<file path="src/rtl/spi_slave_if.sv">
// rtl/spi_slave_if.sv - SPI responder bundle: pad pins plus local TX/RX side.
// Optional err_cnt/err_clr signals appear when SPI_SLAVE_ERR_CNT_EN is defined.
`timescale 1ns/1ps
interface spi_slave_if #(parameter int DATA_W = 8);
  logic              sclk;
  logic              cs_n;
  logic              mosi;
  logic              miso;
  logic              miso_oe;
  logic [DATA_W-1:0] tx_data;
  logic              tx_valid;
  logic              tx_ready;
  logic [DATA_W-1:0] rx_data;
  logic              rx_valid;
  logic              busy;
  logic              underrun;
  logic              frame_err;
`ifdef SPI_SLAVE_ERR_CNT_EN
  logic [7:0]        err_cnt;
  logic              err_clr;

  modport slave (
    input  sclk, cs_n, mosi, tx_data, tx_valid, err_clr,
    output miso, miso_oe, tx_ready, rx_data, rx_valid, busy, underrun, frame_err, err_cnt
  );
  modport master (
    output sclk, cs_n, mosi, tx_data, tx_valid, err_clr,
    input  miso, miso_oe, tx_ready, rx_data, rx_valid, busy, underrun, frame_err, err_cnt
  );
`else
  modport slave (
    input  sclk, cs_n, mosi, tx_data, tx_valid,
    output miso, miso_oe, tx_ready, rx_data, rx_valid, busy, underrun, frame_err
  );
  modport master (
    output sclk, cs_n, mosi, tx_data, tx_valid,
    input  miso, miso_oe, tx_ready, rx_data, rx_valid, busy, underrun, frame_err
  );
`endif
endinterface

</file>
<file path="src/rtl/spi_slave.sv">
// rtl/spi_slave.sv - oversampled SPI mode-0 responder with one-entry TX holding buffer.
// Define SPI_SLAVE_ERR_CNT_EN to add the saturating err_cnt counter with err_clr.
`timescale 1ns/1ps
module spi_slave #(
  parameter int DATA_W      = 8,
  parameter int SYNC_STAGES = 2
) (
  input  logic        clk,
  input  logic        rst_n,
  spi_slave_if.slave  bus
);
  localparam int              CNT_W   = $clog2(DATA_W);
  localparam logic [CNT_W-1:0] CNT_TOP = CNT_W'(DATA_W - 1);

  typedef enum logic {IDLE, ACTIVE} state_t;

  logic [SYNC_STAGES-1:0] sclk_sync_q, cs_sync_q, mosi_sync_q;
  logic                   sclk_hist_q, cs_hist_q;

  state_t            state_q;
  logic [DATA_W-1:0] buf_q;
  logic              buf_full_q;
  logic [DATA_W-1:0] shift_tx_q;
  logic [DATA_W-2:0] shift_rx_q;
  logic [CNT_W-1:0]  bit_cnt_q;
  logic              word_bnd_q;
  logic              miso_q, miso_oe_q, busy_q;
  logic [DATA_W-1:0] rx_data_q;
  logic              rx_valid_q, underrun_q, frame_err_q;

  logic              sclk_s, cs_s, mosi_s;
  logic              sclk_rise, sclk_fall, cs_fall, cs_rise;
  logic              load_req, tx_wr;
  logic [DATA_W-1:0] load_word_d;

  always_ff @(posedge clk or negedge rst_n) begin
    if (!rst_n) begin
      sclk_sync_q <= '0;
      cs_sync_q   <= '1;
      mosi_sync_q <= '0;
      sclk_hist_q <= 1'b0;
      cs_hist_q   <= 1'b1;
    end else begin
      sclk_sync_q <= {sclk_sync_q[SYNC_STAGES-2:0], bus.sclk};
      cs_sync_q   <= {cs_sync_q[SYNC_STAGES-2:0], bus.cs_n};
      mosi_sync_q <= {mosi_sync_q[SYNC_STAGES-2:0], bus.mosi};
      sclk_hist_q <= sclk_s;
      cs_hist_q   <= cs_s;
    end
  end

  assign sclk_s    = sclk_sync_q[SYNC_STAGES-1];
  assign cs_s      = cs_sync_q[SYNC_STAGES-1];
  assign mosi_s    = mosi_sync_q[SYNC_STAGES-1];
  assign sclk_rise = sclk_s & ~sclk_hist_q;
  assign sclk_fall = ~sclk_s & sclk_hist_q;
  assign cs_fall   = ~cs_s & cs_hist_q;
  assign cs_rise   = cs_s & ~cs_hist_q;

  // A chip-select rise suppresses any sclk edge seen in the same cycle.
  assign load_req    = ((state_q == IDLE) && cs_fall) ||
                       ((state_q == ACTIVE) && !cs_rise && sclk_fall && word_bnd_q);
  assign tx_wr       = bus.tx_valid && !buf_full_q;
  assign load_word_d = buf_full_q ? buf_q : '0;

  always_ff @(posedge clk or negedge rst_n) begin
    if (!rst_n) begin
      state_q     <= IDLE;
      buf_q       <= '0;
      buf_full_q  <= 1'b0;
      shift_tx_q  <= '0;
      shift_rx_q  <= '0;
      bit_cnt_q   <= CNT_TOP;
      word_bnd_q  <= 1'b0;
      miso_q      <= 1'b0;
      miso_oe_q   <= 1'b0;
      busy_q      <= 1'b0;
      rx_data_q   <= '0;
      rx_valid_q  <= 1'b0;
      underrun_q  <= 1'b0;
      frame_err_q <= 1'b0;
    end else begin
      rx_valid_q  <= 1'b0;
      underrun_q  <= 1'b0;
      frame_err_q <= 1'b0;

      // A load that coincides with a write sees the buffer empty; the write then refills it.
      if (tx_wr) begin
        buf_q      <= bus.tx_data;
        buf_full_q <= 1'b1;
      end else if (load_req) begin
        buf_full_q <= 1'b0;
      end

      if (load_req) begin
        shift_tx_q <= load_word_d;
        miso_q     <= load_word_d[DATA_W-1];
        underrun_q <= !buf_full_q;
      end

      case (state_q)
        IDLE: begin
          if (cs_fall) begin
            state_q    <= ACTIVE;
            bit_cnt_q  <= CNT_TOP;
            word_bnd_q <= 1'b0;
            busy_q     <= 1'b1;
            miso_oe_q  <= 1'b1;
          end
        end
        ACTIVE: begin
          if (cs_rise) begin
            frame_err_q <= (bit_cnt_q != CNT_TOP);
            state_q     <= IDLE;
            busy_q      <= 1'b0;
            miso_oe_q   <= 1'b0;
            word_bnd_q  <= 1'b0;
          end else if (sclk_rise) begin
            shift_rx_q <= {shift_rx_q[DATA_W-3:0], mosi_s};
            if (bit_cnt_q == '0) begin
              rx_data_q  <= {shift_rx_q, mosi_s};
              rx_valid_q <= 1'b1;
              bit_cnt_q  <= CNT_TOP;
              word_bnd_q <= 1'b1;
            end else begin
              bit_cnt_q <= bit_cnt_q - 1'b1;
            end
          end else if (sclk_fall) begin
            if (word_bnd_q) begin
              word_bnd_q <= 1'b0;
            end else begin
              shift_tx_q <= shift_tx_q << 1;
              miso_q     <= shift_tx_q[DATA_W-2];
            end
          end
        end
        default: state_q <= IDLE;
      endcase
    end
  end

  assign bus.miso      = miso_q;
  assign bus.miso_oe   = miso_oe_q;
  assign bus.tx_ready  = ~buf_full_q;
  assign bus.rx_data   = rx_data_q;
  assign bus.rx_valid  = rx_valid_q;
  assign bus.busy      = busy_q;
  assign bus.underrun  = underrun_q;
  assign bus.frame_err = frame_err_q;

`ifdef SPI_SLAVE_ERR_CNT_EN
  logic [7:0] err_cnt_q;
  logic [8:0] err_sum_d;

  // Counts the registered pulses, so the counter trails each pulse by one cycle.
  assign err_sum_d = {1'b0, err_cnt_q} + {8'd0, underrun_q} + {8'd0, frame_err_q};

  always_ff @(posedge clk or negedge rst_n) begin
    if (!rst_n) begin
      err_cnt_q <= '0;
    end else if (bus.err_clr) begin
      err_cnt_q <= '0;
    end else if (err_sum_d[8]) begin
      err_cnt_q <= 8'hFF;
    end else begin
      err_cnt_q <= err_sum_d[7:0];
    end
  end

  assign bus.err_cnt = err_cnt_q;
`endif
endmodule

</file>
<file path="src/flat_wrapper.sv">
// flat-port wrapper written by rule: the top's interface ports become plain ports
module spi_slave_flat 
#(
  parameter int DATA_W      = 8,
  parameter int SYNC_STAGES = 2
)
  (clk, rst_n, bus_sclk, bus_cs_n, bus_mosi, bus_tx_data, bus_tx_valid, bus_miso, bus_miso_oe, bus_tx_ready, bus_rx_data, bus_rx_valid, bus_busy, bus_underrun, bus_frame_err);
  spi_slave_if #(.DATA_W(DATA_W)) bus_i ();
  input  logic clk;
  input  logic rst_n;
  input wire logic [$bits(bus_i.sclk)-1:0] bus_sclk;
  input wire logic [$bits(bus_i.cs_n)-1:0] bus_cs_n;
  input wire logic [$bits(bus_i.mosi)-1:0] bus_mosi;
  input wire logic [$bits(bus_i.tx_data)-1:0] bus_tx_data;
  input wire logic [$bits(bus_i.tx_valid)-1:0] bus_tx_valid;
  output wire logic [$bits(bus_i.miso)-1:0] bus_miso;
  output wire logic [$bits(bus_i.miso_oe)-1:0] bus_miso_oe;
  output wire logic [$bits(bus_i.tx_ready)-1:0] bus_tx_ready;
  output wire logic [$bits(bus_i.rx_data)-1:0] bus_rx_data;
  output wire logic [$bits(bus_i.rx_valid)-1:0] bus_rx_valid;
  output wire logic [$bits(bus_i.busy)-1:0] bus_busy;
  output wire logic [$bits(bus_i.underrun)-1:0] bus_underrun;
  output wire logic [$bits(bus_i.frame_err)-1:0] bus_frame_err;
  assign bus_i.sclk = bus_sclk;
  assign bus_i.cs_n = bus_cs_n;
  assign bus_i.mosi = bus_mosi;
  assign bus_i.tx_data = bus_tx_data;
  assign bus_i.tx_valid = bus_tx_valid;
  assign bus_miso = bus_i.miso;
  assign bus_miso_oe = bus_i.miso_oe;
  assign bus_tx_ready = bus_i.tx_ready;
  assign bus_rx_data = bus_i.rx_data;
  assign bus_rx_valid = bus_i.rx_valid;
  assign bus_busy = bus_i.busy;
  assign bus_underrun = bus_i.underrun;
  assign bus_frame_err = bus_i.frame_err;
  spi_slave #(.DATA_W(DATA_W), .SYNC_STAGES(SYNC_STAGES)) u_core (.clk(clk), .rst_n(rst_n), .bus(bus_i));
endmodule
</file>
<file path="config.mk">
export PLATFORM = sky130hd
export DESIGN_NAME = spi_slave_flat
export DESIGN_NICKNAME = d
export VERILOG_FILES = /design/src/rtl/spi_slave_if.sv /design/src/rtl/spi_slave.sv /design/src/flat_wrapper.sv
export SDC_FILE = /design/constraint.sdc
export NUM_CORES = 1
export LEC_CHECK = 0
export ABC_AREA = 1
export CAP_MARGIN = 20
export CORE_MARGIN = 5
export CORE_UTILIZATION = 42
export DETAILED_ROUTE_END_ITERATION = 12
export PLACE_DENSITY = 0.73
export SYNTH_ARGS = -nofsm -noshare
export SYNTH_HDL_FRONTEND = slang
export SYNTH_SLANG_ARGS = --single-unit
</file>
<file path="constraint.sdc">
create_clock -name clk -period 2.2 [get_ports clk]
set_clock_uncertainty 0.2 [all_clocks]
set_input_delay 0.33 -clock clk [delete_from_list [all_inputs] [get_ports clk]]
set_output_delay 0.33 -clock clk [all_outputs]
set_load 0.02 [all_outputs]
</file>
## Word level (Yosys, flattened, before mapping)

Cells that the tools add are included.

- Register bits after elaboration: 50
- Input bits: 14
- Output and inout port bits: 15
- Word-level logic and storage cells: 91

- Add/subtract/negate cells: 1
- Equality and inequality tests: 7
- Muxes and demuxes: 39
- Bitwise gates (word level): 11
- Reductions and logical operators: 15

Operators by type and width:

| cell | number |
|---|---|
| 8-bit 2-to-1 mux | 7 |
| 1-bit 2-to-1 mux | 24 |
| 3-bit 2-to-1 mux | 4 |
| 3-bit AND reduction | 3 |
| 4-bit inequality test, second input constant | 2 |
| 1-bit inverter | 7 |
| 2-bit inequality test, second input constant | 3 |
| 1-bit case mux with 2 select lines | 3 |
| 3-bit case mux with 2 select lines | 1 |
| 1-bit logical AND | 5 |
| 1-bit AND | 4 |
| 4-bit AND reduction | 1 |
| 3-bit logical NOT | 1 |
| 3-bit inequality test, second input constant | 1 |
| 3-bit by 1-bit subtractor with 3-bit output, second input constant | 1 |
| 1-bit logical NOT | 2 |
| 2-bit by 1-bit inequality test with 1-bit output, second input constant | 1 |
| 2-bit AND reduction | 1 |
| 2-bit nonzero test | 1 |
| 1-bit logical OR | 1 |

## Depth between registers and ports, before layout

Gate-level depths: netlist of run 1.

- Word-level depth: 13
- Depth in mapped cells: 8
- Depth with buffers taken out: 8

## Worst setup path before layout of run 1

No wires, ideal clock.

- Path type: register to register
- Start point: register u_core.bit_cnt_q[0]
- End point: register u_core.rx_data_q[6] (netlist: u_core.bus.rx_data[6])
- Setup time: 0.076 ns
- Arrival: 1.232 ns
- Required time: 1.924 ns
- Setup slack: 0.692 ns
- Cell stages (with the launch flop): 7
- Path buffers: 1
- Clock period less this slack: 1.508 ns
- Path through: dfstp_2 inv_1 ha_1 nand4_4 buf_2 nand2_1 o21ai_1

- Cells in the longest elaborated chain, start to end: 2

RTL lines:

| what | RTL line | text |
|---|---|---|
| from (decl) | spi_slave.sv:25 | `logic [CNT_W-1:0] bit_cnt_q;` |
| from (signal assigned) | spi_slave.sv:126 | `bit_cnt_q <= bit_cnt_q - 1'b1;` |
| 3-bit logical NOT | spi_slave.sv:120 | `if (bit_cnt_q == '0) begin` |
| 4-bit AND reduction (no source line) | - |  |
| to (signal assigned) | spi_slave.sv:121 | `rx_data_q <= {shift_rx_q, mosi_s};` |
| to (decl) | spi_slave.sv:28 | `logic [DATA_W-1:0] rx_data_q;` |

No other way between the ends.
A chain may end at the register's enable or synchronous reset.

## Worst setup path in the final report of run 1

- Start point: register u_core.buf_full_q
- End point: output bus_tx_ready

- Cells in the longest elaborated chain, start to end: 1

RTL lines:

| what | RTL line | text |
|---|---|---|
| from (decl) | spi_slave.sv:22 | `logic buf_full_q;` |
| from (signal assigned) | spi_slave.sv:70 | `buf_full_q <= 1'b0;` |
| from (signal assigned) | spi_slave.sv:90 | `buf_full_q <= 1'b1;` |
| from (signal assigned) | spi_slave.sv:92 | `buf_full_q <= 1'b0;` |
| 1-bit inverter | spi_slave.sv:144 | `assign bus.tx_ready = ~buf_full_q;` |
| to (decl) | flat_wrapper.sv:18 | `output wire logic [$bits(bus_i.tx_ready)-1:0] bus_tx_ready;` |

No other way between the ends.

==> out/metrics.cfg, run 1 <==
[synthesis]
synth-seq-area-share=0.597
synth_edf_count=0
netlist_instances=213
synth_seq_cells=49
syn-cell-area_um2=2070
synthXorXnorAreaFrac=0
synth_simple_gate_area_frac=0.222
synth-compound-area-share=0.0521
muxShareOfSynthArea=0.0436
yosysUniqueCellTypes=21
synthAdderAreaFrac=0.0182
syn_nets=230
synth_top_family_by_area=simple AND/OR/NAND/NOR gates
synth_ff_type=dfrtp_1
yosysWarnings=0
avgSynthCellArea_um2=9.70
synth-async-reset-ratio=1.00

[critical_path]
crit_start=u_core.buf_full_q
critPathLaunchType=flop
max_stage_delay_ns=0.61
cp_max_fo=10
path_cells=inv_1 > clkdlybuf4s50_1
crit_type=reg2out
critPathSlowestCell=clkdlybuf4s50_1
r2r_cells=8
r2r_slack_ns=0.56
setup.worst_path.end=bus_tx_ready
cp.required_ns=1.67
r2r-end=u_core.shift_tx_q[3]
cp_data_arrival_time_ns=1.53
worstReg2RegStart=u_core.cs_hist_q
endpoint_kind=output pin

[route]
wl_per_cell_um=11.5
dr_total_vias=1450
drc_errors=0
first_pass_iters=4
drt_wl_total_mm=3.61
postRouteAntennaNets=0
drt-initial-drc-count=125
via_per_inst=4.62

[pwr]
p_comb_frac=0.308
peakVddDrop_mv=0.532
p_per_area_nw_per_um2=1110
power.leakage_uw=0.00124
intPower_uw=1820
p_clk_frac=0.196
switching_power_uw=969
seq_power_share=0.496
swShare=0.347

[timing]
fmax_mhz=485
final.min_clock_period_ns=2.06
finalSetupViolCount=0
final.setup.tns_ns=0
grt_setup_unrepaired=false
timing.final.crit_share=0.937
hold_viol_final=0
slew_violations=0
tightest_slew_ns=0.567
hold_ws_ns=0.159
fin_ws_ns=0.139
slew_headroom=0.622

[placed_design]
place_ws_ns=0.465
gp_congestion=0.815
hpwl_mm=2.65
portBuffers=28
dp.cells=305

[clock_tree]
cts_max_level=2
cts_buffer_depth=2
numCtsBuffers=5
cts_hold_buf=1
clock-sinks=49
cts_resized=0
clk_latency_ns=0.31
clk_pin_slew_ns=0.09
ctsRootBufferMaster=clkbuf_8
cts_tree=built
cts_post_setup_buffers_inserted=0

[die]
die_width_um=80.1
fp.dieH_um=80.1
pin_count=29
start_util=0.434
die-area_um2=6420
core_um2=4750
std_cell_rows=25

[cells_and_area]
final_cell_mix=64 x nand2_1, 43 x dfrtp_1, 27 x clkdlybuf4s50_1, 26 x inv_1, 20 x nand3_1
fin_nets=263
fill_cells=451
multi_input_area_um2=694
diodes=0
register_area_um2=1230
area_growth_pct=22.0
layout_commonest_cell=nand2_1
drive_gt1_frac=0.142
fin_cells=314

[global_routing]
grt_pass1_wl_mm=6.35
antenna_found_initial=0
grt_pass1_vias=1455
grt_overflow=0
grt_max_degree=26
grt_usage=0.128

[min_path]
min_path_type=reg2reg
whs_path_depth=0

[run]
cap_violations=0

[run_status]
outcome=finished, final reports clean

## synth_stat cells (2+ instances only)
cell type,number,area share
mux2_2,8,0.044
nand2_4,4,0.022
inv_1,26,0.047
dfrtp_1,43,0.52
o21ai_1,8,0.019
nand2_2,2,0.0061
nand2_1,64,0.12
o21ai_0,11,0.027
inv_2,3,0.0055
ha_1,3,0.018
nor2_1,6,0.011
buf_2,2,0.0048
nand3_1,20,0.048
dfstp_2,6,0.076
## state kept, by name, indices dropped and copies added (netlist names)
name and flops:
u_core.bus.frame_err 1, u_core.cs_hist_q 1, u_core.bus.miso 1, u_core.buf_full_q 1
u_core.shift_tx_q 7, u_core.cs_sync_q 2, u_core.bus.rx_valid 1, u_core.bus.underrun 1
u_core.bit_cnt_q 3, u_core.buf_q 8, u_core.state_q 1, u_core.bus.miso_oe 1
u_core.shift_rx_q 7, u_core.mosi_sync_q 2, u_core.sclk_hist_q 1, u_core.word_bnd_q 1
u_core.bus.rx_data 8, u_core.sclk_sync_q 2
## area by class of cell
| class | count | share of cell area |
|---|---|---|
| sequential | 49 | 0.489 |
| inverter | 29 | 0.0432 |
| tap | 67 | 0.0333 |
| clock inverter | 3 | 0.0104 |
| timing repair buffer | 30 | 0.121 |
| clock buffer | 5 | 0.0273 |
| multi-input combinational | 131 | 0.275 |
## critical path, delay by kind of cell, from the launching register on
| family | cells | cell delay (ns) |
|---|---|---|
| flops | 1 | 0.48 |
| buf+inv | 2 | 0.75 |
## per-layer routing
metal,track usage,wire (µm),vias up
li1,-,-,733
met1,0.152,1620,682
met2,0.217,1770,29
met3,0.0325,143,6
met4,0.0557,76,0
met5,0,0,-
## stage by stage
stage / instance area [µm²] / utilization / total power, µW
after floorplan: 2070 / - / 1970
after detailed placement: 2420 / 0.508 / 2260
after CTS: 2520 / 0.530 / 2810
after global routing: 2520 / 0.530 / 3000
after global placement: 2420 / 0.508 / 2220
final: 2520 / 0.530 / 2790
## cells by family after synthesis
group,after synthesis
flops,49
buf+inv,33
fa+ha+maj,3
compound gates,21
mux,8
simple gates,99
## power groups by stage
| stage | clock network (µW) | registers, µW | logic [µW] |
|---|---|---|---|
| 2_1_floorplan | 0 | 1390 | 581 |
| 3_3_place_gp | 0 | 1380 | 841 |
| 3_5_place_dp | 0 | 1400 | 866 |
| 4_1_cts | 558 | 1380 | 872 |
| 5_1_grt | 590 | 1420 | 983 |
| 6_report | 546 | 1380 | 860 |
## worst min-delay path by stage
stage                     startpoint               endpoint  slack [ns]
5_1_grt          u_core.cs_sync_q[0]    u_core.cs_sync_q[1]        0.17
3_3_place_gp   u_core.sclk_sync_q[0]  u_core.sclk_sync_q[1]        0.13
6_report       u_core.sclk_sync_q[0]  u_core.sclk_sync_q[1]        0.16
3_5_place_dp   u_core.sclk_sync_q[0]  u_core.sclk_sync_q[1]        0.14
2_1_floorplan                  rst_n      u_core.buf_full_q       -0.17
4_1_cts        u_core.sclk_sync_q[0]  u_core.sclk_sync_q[1]        0.16
No activity file was read; power rests on OpenSTA's default activity.
==> run 2, diff against run 1 <==
--- a/config.mk
+++ b/config.mk
@@ -6,7 +6,7 @@
 export NUM_CORES = 1
 export LEC_CHECK = 0
 export ABC_AREA = 1
-export CAP_MARGIN = 20
+export CAP_MARGIN = 10
 export CORE_MARGIN = 5
 export CORE_UTILIZATION = 42
 export DETAILED_ROUTE_END_ITERATION = 12
==> results of run 2 <==
No change in the layout: final DEF, timing and power equal those of run 1.
==> run 3, diff against run 2 <==
--- a/config.mk
+++ b/config.mk
@@ -5,7 +5,6 @@
 export SDC_FILE = /design/constraint.sdc
 export NUM_CORES = 1
 export LEC_CHECK = 0
-export ABC_AREA = 1
 export CAP_MARGIN = 10
 export CORE_MARGIN = 5
 export CORE_UTILIZATION = 42
==> out/metrics.cfg, run 3 <==
[timing]
final.setup.tns_ns=0
slew_violations=0
fmax_mhz=485
final.min_clock_period_ns=2.06
tightest_slew_ns=0.789
finalSetupViolCount=0
timing.final.crit_share=0.937
slew_headroom=0.474
grt_setup_unrepaired=false
hold_viol_final=0

[placed_design]
portBuffers=28
hpwl_mm=2.37
gp_congestion=0.716

[die]
fp.dieH_um=79.0
die_width_um=79.0
pin_count=29
core_um2=4660
die-area_um2=6240
std_cell_rows=25
start_util=0.429

[pwr]
p_per_area_nw_per_um2=1050
peakVddDrop_mv=0.662
power.total_uw=2570
power.leakage_uw=0.00112

[global_routing]
grt_overflow=0
grt_pass1_wl_mm=5.69
grt_usage=0.116
grt_pass1_vias=1233
antenna_found_initial=0
grt_max_degree=38

[clock_tree]
clock-sinks=49
numCtsBuffers=5
clk_latency_ns=0.30
cts_max_level=2
cts_buffer_depth=2
cts_tree=built
cts_resized=0
clk_pin_slew_ns=0.09
ctsRootBufferMaster=clkbuf_8

[cells_and_area]
fin_nets=190
fill_cells=390
final_cell_mix=43 x dfrtp_1, 27 x clkdlybuf4s50_1, 15 x mux2_2, 10 x inv_1
layout_commonest_cell=dfrtp_1
diodes=0
drive_gt1_frac=0.316
area_growth_pct=22.2

[critical_path]
worstReg2RegStart=u_core.cs_hist_q
crit_start=u_core.cs_hist_q
critPathLaunchType=flop
cp_max_fo=7
r2r_cells=4
setup.worst_path.end=u_core.shift_tx_q[4]
endpoint_kind=flop
critPathSlowestCell=dfstp_2
critical_path.top_delay_family=simple AND/OR/NAND/NOR gates
crit_type=reg2reg
path_buf_inv=0
max_stage_delay_ns=0.55
r2r-end=u_core.shift_tx_q[4]
r2r_slack_ns=0.14
cp.depth=4
cp_data_arrival_time_ns=2.05
cp.required_ns=2.19
path_cells=nand2b_1 > nand2_1 > or3_1 > o221a_2

[synthesis]
synth_edf_count=0
syn_nets=155
synth_ff_type=dfrtp_1
avgSynthCellArea_um2=14.5
syn-cell-area_um2=2000
synth-async-reset-ratio=1.00
synth.largest_area_cell=dfrtp_1
synthTopCellsByArea=dfrtp_1 54%, mux2_2 8.5%, dfstp_2 7.9%, mux2_4 6.0%, o221a_2 3.9%
synth-seq-area-share=0.617
yosysUniqueCellTypes=33
synth_seq_cells=49
yosysMostFrequentCell=dfrtp_1
synth_common_cells=43 x dfrtp_1, 15 x mux2_2, 10 x inv_1
netlist_instances=138
synth_top_area_frac=0.539
yosysWarnings=0

[route]
wl_per_cell_um=14.2
postRouteAntennaNets=0
via_per_inst=5.12
dr_total_vias=1167
drt-initial-drc-count=60
first_pass_iters=4
drc_errors=0
drt_wl_total_mm=3.23

[min_path]
min_path_type=reg2reg

[run]
cap_violations=0

[run_status]
outcome=finished, final reports clean

## run 3: cells by family (layout without fill, tap and decap cells)
kind of cell | count (synthesis) | after routing | synth area share
muxes | 23 | 23 | 0.145
DFF | 49 | 49 | 0.617
and+or+nand+nor | 19 | 19 | 0.0570
adders and majority gates | 3 | 3 | 0.0188
AOI/OAI and AO/OA | 27 | 27 | 0.120
buffers and inverters | 17 | 53 | 0.0420
## run 3: what timing repair did
action,4_1_cts,5_1_grt
hold endpoints to repair,29,0
hold buffers,1,0
setup buffers,0,0
## run 3: stage by stage
| step | setup WS (ns) | cell area, µm² | utilization | hold WS (ns) | std cells |
|---|---|---|---|---|---|
| 2_1_floorplan | 0.267 | 2000 | - | -0.166 | 138 |
| 3_3_place_gp | 0.200 | 2340 | 0.502 | 0.133 | 219 |
| 3_5_place_dp | 0.134 | 2340 | 0.502 | 0.136 | 219 |
| 4_1_cts | 0.128 | 2440 | 0.524 | 0.159 | 228 |
| 5_1_grt | 0.0364 | 2440 | 0.524 | 0.164 | 228 |
| 6_report | 0.138 | 2440 | 0.524 | 0.158 | 228 |
## run 3: metal layers
| metal | GRT usage | vias up | share of wire |
|---|---|---|---|
| met1 | 0.141 | 576 | 0.43 |
| met5 | 0 | - | 0 |
| li1 | - | 554 | - |
| met4 | 0.0412 | 0 | 0.0093 |
| met3 | 0.0374 | 6 | 0.057 |
| met2 | 0.194 | 31 | 0.50 |
## run 3: worst min path at each step
stage,from,end,slack (ns),depth (start not counted)
6_report,u_core.mosi_sync_q[0],u_core.mosi_sync_q[1],0.16,0
5_1_grt,u_core.mosi_sync_q[0],u_core.mosi_sync_q[1],0.16,0
4_1_cts,u_core.mosi_sync_q[0],u_core.mosi_sync_q[1],0.16,0
3_5_place_dp,u_core.mosi_sync_q[0],u_core.mosi_sync_q[1],0.14,0
3_3_place_gp,u_core.sclk_sync_q[0],u_core.sclk_sync_q[1],0.13,0
2_1_floorplan,rst_n,u_core.buf_full_q,-0.17,0
## run 3: worst reg2reg max path: stages, from the launching register on
cell      delay [ns]
dfstp_2         0.55
nand2b_1        0.25
nand2_1         0.14
or3_1           0.50
o221a_2         0.32
## run 3: area by class of cell
type                            instances  area, µm²  area share
Clock inverter                          3       22.5     0.00923
Clock buffer                            5       68.8      0.0282
Sequential cell                        49       1230       0.505
Timing Repair Buffer                   35        330       0.135
Multi-Input combinational cell         72        681       0.279
Inverter                               10       37.5      0.0154
Tap cell                               54       67.6      0.0277
## run 3: power breakdown
part           switching (µW)  internal (µW)
logic                     258            399
clock network             297            223
registers                 210           1190
==> patch, RTL diff (settings of run 2) <==
`SYNC_STAGES` is set to 2 in 2 places; all go to 4.
--- a/src/rtl/spi_slave.sv
+++ b/src/rtl/spi_slave.sv
@@ -3,7 +3,7 @@
 `timescale 1ns/1ps
 module spi_slave #(
   parameter int DATA_W      = 8,
-  parameter int SYNC_STAGES = 2
+  parameter int SYNC_STAGES = 4
 ) (
   input  logic        clk,
   input  logic        rst_n,
--- a/src/flat_wrapper.sv
+++ b/src/flat_wrapper.sv
@@ -2,7 +2,7 @@
 module spi_slave_flat 
 #(
   parameter int DATA_W      = 8,
-  parameter int SYNC_STAGES = 2
+  parameter int SYNC_STAGES = 4
 )
   (clk, rst_n, bus_sclk, bus_cs_n, bus_mosi, bus_tx_data, bus_tx_valid, bus_miso, bus_miso_oe, bus_tx_ready, bus_rx_data, bus_rx_valid, bus_busy, bus_underrun, bus_frame_err);
   spi_slave_if #(.DATA_W(DATA_W)) bus_i ();
Behaviour: not the same (a bounded check fails within 4 cycles, from zero or initial values and one cycle with rst_n low).
==> patch against run 2 <==
Maximum frequency down 1.0%. Total power up 3.9%. Design area up 6.2%. Wire length rose by 0.30%. Area after synthesis rose by 7.9%. Synthesized cell count increased by 2.3%. Worst setup slack worse by 22 ps. Sequential power is 8% higher. Sequential cell count rose by 6.
==> patch: results (changes against run 2) <==
status finished clean; Total GRT Usage 11.1% (-1.6 points); Synth top cells by count nand2_1 (63), dfrtp_1 (47), inv_1 (27), nand3_1 (20), o21ai_0 (10); Nets 269 (+2.3%); post-synth cell types 22 (+4.8%); HPWL Detailed 2670 µm (+0.71%); GP Congestion 0.824 (+1.2%); drt initial violations 86 (-31%); Finished Layout Cells 323 (+2.9%); placed cell count 314 (+3.0%); maximum number of pins on one net before global-route repair 22 (-15%); Post-synth ARST share 100% (unchanged); Post-Syn Nets 235 (+2.2%); r2r setup slk 420 ps (-140 ps); end of the worst register-to-register path u_core.bus.rx_data[7]; Final Setup Violations 0 (unchanged); leakage 1.31 nW (+5.9%); via count 1464 (+0.97%); mean routed wirelength per cell 11.2 µm (-2.5%); register area share after synthesis 62.2% (+2.5 points); Post-Place Cell Area 0.00257 mm² (+6.4%); Critical R2R Launch u_core.bit_cnt_q[0]; Max transition margin 68.8% (+6.6 points); layout cells sized above 1 17.0% (+2.8 points); Yosys top cell area share 52.8% (+0.69 points); Synth area leaders dfrtp_1 (53%), nand2_1 (11%), dfstp_2 (9.4%); WHS Endpoint u_core.cs_sync_q[3]; vias in the first global route 1431 (-1.6%); final hold slack 156 ps (-2.75 ps); Peak VDD IR 0.574 mV (+7.8%); worst hold start u_core.cs_sync_q[2]; fillers 492 (+9.1%)
==> patch: area by class of cell <==
cell class                 instances  area share [%]
sequential                        55            51.8
multi-input combinational        130            26.1
timing repair buffer              31            11.2
inverter                          29            4.07
tap                               70            3.27
clock buffer                       7            3.23
clock inverter                     1           0.327
==> patch: how the worst max path moves through the flow <==
stage / from / to / slack [ps] / depth (start not counted)
2_1_floorplan: u_core.bit_cnt_q[0] / u_core.bus.rx_data[4] / 640 / 8
3_3_place_gp: u_core.buf_full_q / bus_tx_ready / 470 / 2
3_5_place_dp: u_core.bit_cnt_q[0] / u_core.bus.rx_data[7] / 430 / 8
4_1_cts: u_core.buf_full_q / bus_tx_ready / 110 / 2
5_1_grt: u_core.buf_full_q / bus_tx_ready / 20 / 2
6_report: u_core.buf_full_q / bus_tx_ready / 120 / 2
==> patch: logic make-up (layout without fill, tap and decap cells) <==
group	count (synthesis)	after routing	share of synthesized area [%]
fa+ha+maj	3	3	1.68
xor+xnor	1	1	0.393
buf+inv	33	68	6.46
mux	8	8	4.04
simple gates	97	97	19.2
flops	55	55	62.2
compound gates	21	21	6.01
==> patch: timing repair <==
| action | CTS | global route |
|---|---|---|
| resized for setup | 0 | 0 |
| endpoints found under the hold margin | 11 | 0 |
| hold buffers | 1 | 0 |
| buffers inserted | 0 | 0 |
| endpoints found under the setup margin | 0 | 0 |
==> patch: worst reg2reg max path, delay by kind of cell (launching register included) <==
| kind | cells | cell delay, ps |
|---|---|---|
| DFF | 1 | 550 |
| and+or+nand+nor | 4 | 510 |
| buffers and inverters | 3 | 230 |
| adders and majority gates | 1 | 190 |
==> patch: per-stage QoR <==
stage,worst slack (ps),utilization (%)
after detailed placement,431,50.0
final,117,52.1
after global routing,21.2,52.1
after floorplan,635,-
after global placement,468,50.0
after CTS,106,52.1
==> patch: metal layers <==
metal	vias to the layer above	share of wire, %	track usage [%]
met5	-	0	0
met4	0	0.94	3.12
met3	5	6.7	3.96
met2	37	47	18.0
met1	672	45	14.1
li1	750	-	-
==> patch: where the power goes <==
group	leakage (nW)	switching, mW	total [mW]	internal, mW
Clock	0.0484	0.310	0.568	0.258
Sequential	0.672	0.171	1.49	1.31
Combinational	0.595	0.461	0.843	0.382
Total	1.31	0.942	2.90	1.96
